==> src/rtl/key_flow_ctrl.sv <==
// key_flow_ctrl: three push-buttons (run/stop, direction, speed) are
// synchronized and debounced, then turned into press events. The events
// drive a STOP/RUN controller and a tick generator for a flow-LED shifter.
`timescale 1ns/1ps

module key_flow_ctrl #(
  parameter int DEBOUNCE_CNT = 1_000_000,
  parameter int TICK_SLOW    = 10_000_000,
  parameter int TICK_FAST    = 2_500_000
) (
  input  logic       sys_clk,
  input  logic       sys_res,
  input  logic [2:0] key,
  output logic       led_tick,
  output logic       led_dir,
  output logic       led_run,
  output logic       speed_fast
);

  localparam int              DB_W      = (DEBOUNCE_CNT > 1) ? $clog2(DEBOUNCE_CNT) : 1;
  localparam logic [DB_W-1:0] DB_LAST   = DB_W'(DEBOUNCE_CNT - 1);
  localparam logic [23:0]     SLOW_LAST = 24'(TICK_SLOW - 1);
  localparam logic [23:0]     FAST_LAST = 24'(TICK_FAST - 1);

  typedef enum logic {
    STOP = 1'b0,
    RUN  = 1'b1
  } state_t;

  logic [2:0]  sync1_reg;
  logic [2:0]  sync2_reg;
  logic [1:0]  warm_reg;
  logic [2:0]  press_vec;
  state_t      state_reg;
  logic [23:0] tick_cnt_reg;
  logic [23:0] tick_last;

  // Two-flop synchronizer; idles at the released (high) level.
  always_ff @(posedge sys_clk) begin
    if (sys_res) begin
      sync1_reg <= 3'b111;
      sync2_reg <= 3'b111;
    end else begin
      sync1_reg <= key;
      sync2_reg <= sync1_reg;
    end
  end

  // Marks when sync2_reg has flushed its reset value and shows the real key.
  always_ff @(posedge sys_clk) begin
    if (sys_res) begin
      warm_reg <= 2'b00;
    end else begin
      warm_reg <= {warm_reg[0], 1'b1};
    end
  end

  generate
    for (genvar gi = 0; gi < 3; gi++) begin : g_key
      logic [DB_W-1:0] db_cnt_reg;
      logic            stable_reg;
      logic            stable_d_reg;
      logic            armed_reg;
      logic            press_reg;

      // Debounce: accept a new level only after it has differed from the
      // stable level for DEBOUNCE_CNT consecutive cycles.
      always_ff @(posedge sys_clk) begin
        if (sys_res) begin
          db_cnt_reg <= '0;
          stable_reg <= 1'b1;
        end else if (sync2_reg[gi] == stable_reg) begin
          db_cnt_reg <= '0;
        end else if (db_cnt_reg == DB_LAST) begin
          stable_reg <= sync2_reg[gi];
          db_cnt_reg <= '0;
        end else begin
          db_cnt_reg <= db_cnt_reg + 1'b1;
        end
      end

      // Press pulse on a debounced 1->0 edge. A key only becomes armed once it
      // has been seen released after reset, so a key held through reset is
      // ignored until it is let go and pressed again.
      always_ff @(posedge sys_clk) begin
        if (sys_res) begin
          stable_d_reg <= 1'b1;
          armed_reg    <= 1'b0;
          press_reg    <= 1'b0;
        end else begin
          stable_d_reg <= stable_reg;
          armed_reg    <= armed_reg | (warm_reg[1] & sync2_reg[gi]);
          press_reg    <= armed_reg & stable_d_reg & ~stable_reg;
        end
      end

      assign press_vec[gi] = press_reg;
    end
  endgenerate

  assign tick_last = speed_fast ? FAST_LAST : SLOW_LAST;

  // Run/stop controller, direction/speed toggles and tick generator.
  always_ff @(posedge sys_clk) begin
    if (sys_res) begin
      state_reg    <= STOP;
      led_run      <= 1'b0;
      led_dir      <= 1'b0;
      speed_fast   <= 1'b0;
      led_tick     <= 1'b0;
      tick_cnt_reg <= '0;
    end else begin
      led_tick <= 1'b0;
      if (press_vec[1]) begin
        led_dir <= ~led_dir;
      end
      if (press_vec[2]) begin
        speed_fast <= ~speed_fast;
      end
      case (state_reg)
        STOP: begin
          tick_cnt_reg <= '0;
          if (press_vec[0]) begin
            state_reg <= RUN;
            led_run   <= 1'b1;
          end
        end
        RUN: begin
          if (press_vec[0]) begin
            // Leaving RUN suppresses any tick due on this same cycle.
            state_reg    <= STOP;
            led_run      <= 1'b0;
            tick_cnt_reg <= '0;
          end else if (press_vec[2]) begin
            // Speed change restarts the period from zero.
            tick_cnt_reg <= '0;
          end else if (tick_cnt_reg == tick_last) begin
            tick_cnt_reg <= '0;
            led_tick     <= 1'b1;
          end else begin
            tick_cnt_reg <= tick_cnt_reg + 24'd1;
          end
        end
        default: begin
          state_reg    <= STOP;
          led_run      <= 1'b0;
          tick_cnt_reg <= '0;
        end
      endcase
    end
  end

endmodule

==> config.mk <==
export PLATFORM = sky130hd
export DESIGN_NAME = key_flow_ctrl
export DESIGN_NICKNAME = d
export VERILOG_FILES = /design/src/rtl/key_flow_ctrl.sv
export SDC_FILE = /design/constraint.sdc
export NUM_CORES = 1
export LEC_CHECK = 0
export CAP_MARGIN = 20
export CELL_PAD_IN_SITES_DETAIL_PLACEMENT = 0
export CELL_PAD_IN_SITES_GLOBAL_PLACEMENT = 1
export CORE_ASPECT_RATIO = 2
export CORE_UTILIZATION = 48
export CTS_CLUSTER_SIZE = 8
export DETAILED_ROUTE_END_ITERATION = 6
export PLACE_DENSITY_LB_ADDON = 0.1
export SYNTH_ARGS = -nofsm -noshare
export SYNTH_HDL_FRONTEND = slang
export SYNTH_SLANG_ARGS = --single-unit
==> constraint.sdc <==
create_clock -name sys_clk -period 1.9 [get_ports sys_clk]
set_input_delay 0.38 -clock sys_clk [delete_from_list [all_inputs] [get_ports sys_clk]]
set_output_delay 0.38 -clock sys_clk [all_outputs]
set_load 0.01 [all_outputs]
* After elaboration in Yosys (flattened, before gate mapping)
Index checks and enable logic that the tools add are counted.
** Storage, ports and cells
- Register bits :: 109
- Output and inout bits :: 4
- Word-level logic and storage cells :: 80
** Cells by class
- Add/subtract/negate cells :: 4
- Eq/ne operators :: 9
- Mux-type cells :: 13
- Bitwise gates (word level) :: 21
- Reduce and logical (&&, ||, !) cells :: 8
** Operators with widths (number)
- $mux 24 :: 4
- $add 20x1->20 const B :: 3
- $eq 20x20->1 const B :: 3
- $pmux 24 s2 :: 1
- $add 24x1->24 const B :: 1
- $eq 24x24->1 :: 1
- $and 1x1->1 :: 9
- $not 1->1 :: 9
- $reduce_or 3->1 :: 3
- $reduce_and 2->1 :: 4
- $mux 1 :: 6
- $pmux 1 s2 :: 2
- $reduce_or 4->1 :: 1
- $eq 1x1->1 :: 3
- $or 1x1->1 :: 3
- $ne 2x1->1 const B :: 1
- $ne 2x2->1 const B :: 1

* Logic depth before layout (Yosys ltp)
- Word-level depth :: 6
- Mapped depth :: 7

* Least setup slack after synthesis
No wires, ideal clock.
- Path type :: reg-to-reg
- Start :: register speed_fast
- End :: register tick_cnt_reg[19]
- Setup time :: 115 ps
- Arrival time :: 1560 ps
- Data required time :: 1785 ps
- Slack :: 225 ps
- Stages on the path, launching flop included :: 8
- Cells stage by stage :: dfxtp_1 buf_4 nand4b_1 nor4b_1 a31oi_1 o31ai_4 buf_6 nor2_1
** On the way
- Cells in the longest elaborated chain, start to end :: 6
** Ends and longest elaborated chain
- from (decl) :: line 17 : output logic speed_fast
- from (signal assigned) :: line 118 : speed_fast <= ~speed_fast;
- $mux 24 :: line 101 : assign tick_last = speed_fast ? FAST_LAST : SLOW_LAST;
- $eq 24x24->1 :: line 137 : end else if (tick_cnt_reg == tick_last) begin
- $mux 24 :: line 137
- $mux 24 :: line 134 : end else if (press_vec[2]) begin
- $mux 24 :: line 129 : if (press_vec[0]) begin
- $pmux 24 s2 :: line 120 : case (state_reg)
- to (signal assigned) :: line 141 : tick_cnt_reg <= tick_cnt_reg + 24'd1;
- to (decl) :: line 35 : logic [23:0] tick_cnt_reg;
Every way passes these cells.
A chain may end at the register's enable or synchronous reset.

* Worst setup path after layout
- Start :: register speed_fast
- End :: output port speed_fast
No word-level cell between the ends.

==> impl_metrics.tcl <==
set metrics [dict create \
    status "completed" \
    hold_path.class "register to register" \
    drtIter0Drc 68 \
    floorplan.initialDensity 0.491 \
    netlist_area_um2 4580 \
    min_from "sync1_reg[0]" \
    syn_avg_cell_area_um2 9.01 \
    path_clk_slew_ns 0.07 \
    p_comb_frac 0.012 \
    layout-drive-gt1-share 0.112 \
    portBuffers 8 \
    rows 50 \
    worst_pin_slew_ns 0.472 \
    setup_slack_ns 0.0963 \
    synth_nets 519 \
    fin_util 0.556 \
    area_growth_pct 13.2 \
    dieArea_um2 9960 \
    crit_type "register to primary output" \
    endpoint_kind "primary output" \
    ioPinCount 9 \
    pwr-share-seq 0.547 \
    wire_per_inst_um 13.1 \
    grt_pass1_vias 3420 \
    cpPeakStageDelay_ns 0.53 \
    crit_start "speed_fast" \
    largest_reg_flops 60 \
    core_um2 9320 \
    final_cell_area_um2 5180 \
    dieHeight_um 140 \
    gp_congestion 0.841 \
    wirelength_mm 8.48 \
    grt-ovfl-total 0 \
    grt_max_degree 21 \
    finalHoldViolCount 0 \
    period_minus_slack_ns 1.80 \
    maxSlewViolCount 0 \
    die_width_um 71.1 \
    antenna_found_initial 0 \
    grt_pass1_wl_mm 15.3 \
    ys_seq_elements 109 \
    cp_cell_sequence "buf_4, clkdlybuf4s50_1" \
    period_share 0.949 \
    yosysSeqAreaShare 0.477 \
    numClockSinks 109 \
    cts_buffer_depth 2 \
    insertion_delay_ns 0.34 \
    num_antenna_cells 0 \
    power_density_nw_per_um2 814 \
    antenna_left 0 \
    yosysWarnings 0 \
    start_kind "register" \
    firstDrtPassIters 4 \
    p_int_w 0.00338 \
    drc_errors 0 \
    finalSetupViolations 0 \
    crit_family "buffers and inverters" \
    htreeDepth 3 \
    worstPathMaxFanout 6 \
    grtUsageTotal 0.191 \
    worstPathRequired_ns 1.52 \
    cp.arrival_ns 1.42 \
    placed_area_um2 4870 \
    finalClockSkew_ns 0.00707 \
    peakVddDrop_mv 0.588 \
    dp_slack_ns 0.0391 \
    power_frac_clock 0.441 \
    cts_tree "built" \
    p_sw_frac 0.199 \
    crit_buf_inv 2 \
    synth_top_area_cell "dfxtp_1" \
    slew_headroom 0.683 \
    fmax_mhz 554 \
    cts-root-buf "clkbuf_16" \
    synth_cell_types 45 \
    vias 3378 \
    p_leak_nw 1.72 \
    fill_cells 881 \
    setup-tns-final_ns 0 \
    viasPerCell 5.22 \
    cts_buffers 9 \
    finalNetCount 550 \
    cap_violations 0 \
    dp_hpwl_mm 6.25 \
    r2r_start "g_key[0].db_cnt_reg[12]" \
    syn-instance-count 508 \
    synth_area_leaders "dfxtp_1 48%, xor2_1 10%, nor2_1 8.9%, xnor2_1 5.4%, nand3_1 3.8%" \
    p_sw_w 0.000841 \
    critPathSlowestCell "clkdlybuf4s50_1" \
    yosysTopAreaCellShare 0.477 \
]
-- per-stage QoR --
| step | std cells | hold slack [ns] | power, W |
|---|---|---|---|
| after floorplan | 508 | 0.389 | 0.00239 |
| final | 647 | 0.411 | 0.00422 |
| after global placement | 631 | 0.396 | 0.00241 |
| after CTS | 646 | 0.410 | 0.00428 |
| after global routing | 647 | 0.428 | 0.00438 |
| after detailed placement | 631 | 0.394 | 0.00241 |
-- power groups by stage --
| stage | Clock [W] | Combinational [W] | Sequential (W) |
|---|---|---|---|
| 6_report | 0.00186 | 0.0000489 | 0.00231 |
| 5_1_grt | 0.00202 | 0.0000564 | 0.00231 |
| 4_1_cts | 0.00192 | 0.0000503 | 0.00231 |
| 3_5_place_dp | 0 | 0.0000501 | 0.00236 |
| 3_3_place_gp | 0 | 0.0000494 | 0.00236 |
| 2_1_floorplan | 0 | 0.0000335 | 0.00236 |
-- cell type report --
class | count | area (um2) | area share
inverters | 11 | 41.3 | 0.00797
well taps | 104 | 130 | 0.0251
multi-input cells | 378 | 2280 | 0.440
flip-flops and latches | 109 | 2180 | 0.421
clock inverters | 5 | 57.6 | 0.0111
clock buffers | 10 | 239 | 0.0461
repair buffers | 30 | 249 | 0.0481
-- placed cells by master (no fill, tap or decap), drive strengths merged, types with 6 or more instances in the layout --
cell type,n
ha,6
xnor2,28
nand4,17
dfxtp,109
and3,8
nand2,44
or2,12
nor2,109
inv,13
nor3,9
buf,22
clkbuf,10
nand3,38
clkdlybuf4s50,8
xor2,53
nor4,13
-- synthesized netlist by cell type (all sizes together) --
cell    number
nand2b       2
nand4b       1
o31ai        1
a31oi        1
dfxtp      109
clkbuf       3
a21oi        4
nor2       109
and4         4
o211ai       1
ha           6
nor3b        1
mux2i        3
a41o         1
nor4        13
or4          1
nand4       17
a211oi       1
or3          2
nand2       44
o21ai        4
nor3         9
nor4b        4
nor2b        3
o22ai        1
or2         12
and2b        1
xor2        53
and3         8
or4b         1
buf          7
inv         11
and2         2
nand3       38
xnor2       28
nand3b       2
-- layer usage --
layer  share of wire  track usage  up-vias
li1                -            -     1751
met1            0.43        0.217     1602
met2            0.54        0.347       19
met3           0.016       0.0353        6
met4           0.011       0.0726        0
met5               0            0        -
-- worst paths after layout --
check / to / depth (start not counted) / slack [ns]
setup / recovery: speed_fast / 2 / 0.1
hold / removal: sync2_reg[0] / 1 / 0.41
setup reg to reg: g_key[0].db_cnt_reg[13] / 5 / 0.14
hold reg to reg: sync2_reg[0] / 1 / 0.41
-- cells by family (layout without fill, tap and decap cells) --
| family | after synthesis | in the layout | synth area share |
|---|---|---|---|
| AO/OA/AOI/OAI | 14 | 14 | 0.0216 |
| XOR/XNOR | 81 | 81 | 0.155 |
| adder cells (fa/ha/maj) | 6 | 6 | 0.0164 |
| buffers and inverters | 21 | 56 | 0.0251 |
| flip-flops | 109 | 109 | 0.477 |
| multiplexers | 3 | 3 | 0.00656 |
| AND/OR/NAND/NOR | 274 | 274 | 0.299 |
-- what timing repair did --
action                                  CTS  global route
buffers inserted                          0             1
endpoints found under the setup margin    1            12
hold buffers                              0             0
hold endpoints to repair                  0             0
resized for setup                         1             1
pin swaps                                 0             1
No activity file was read; power rests on OpenSTA's default activity.
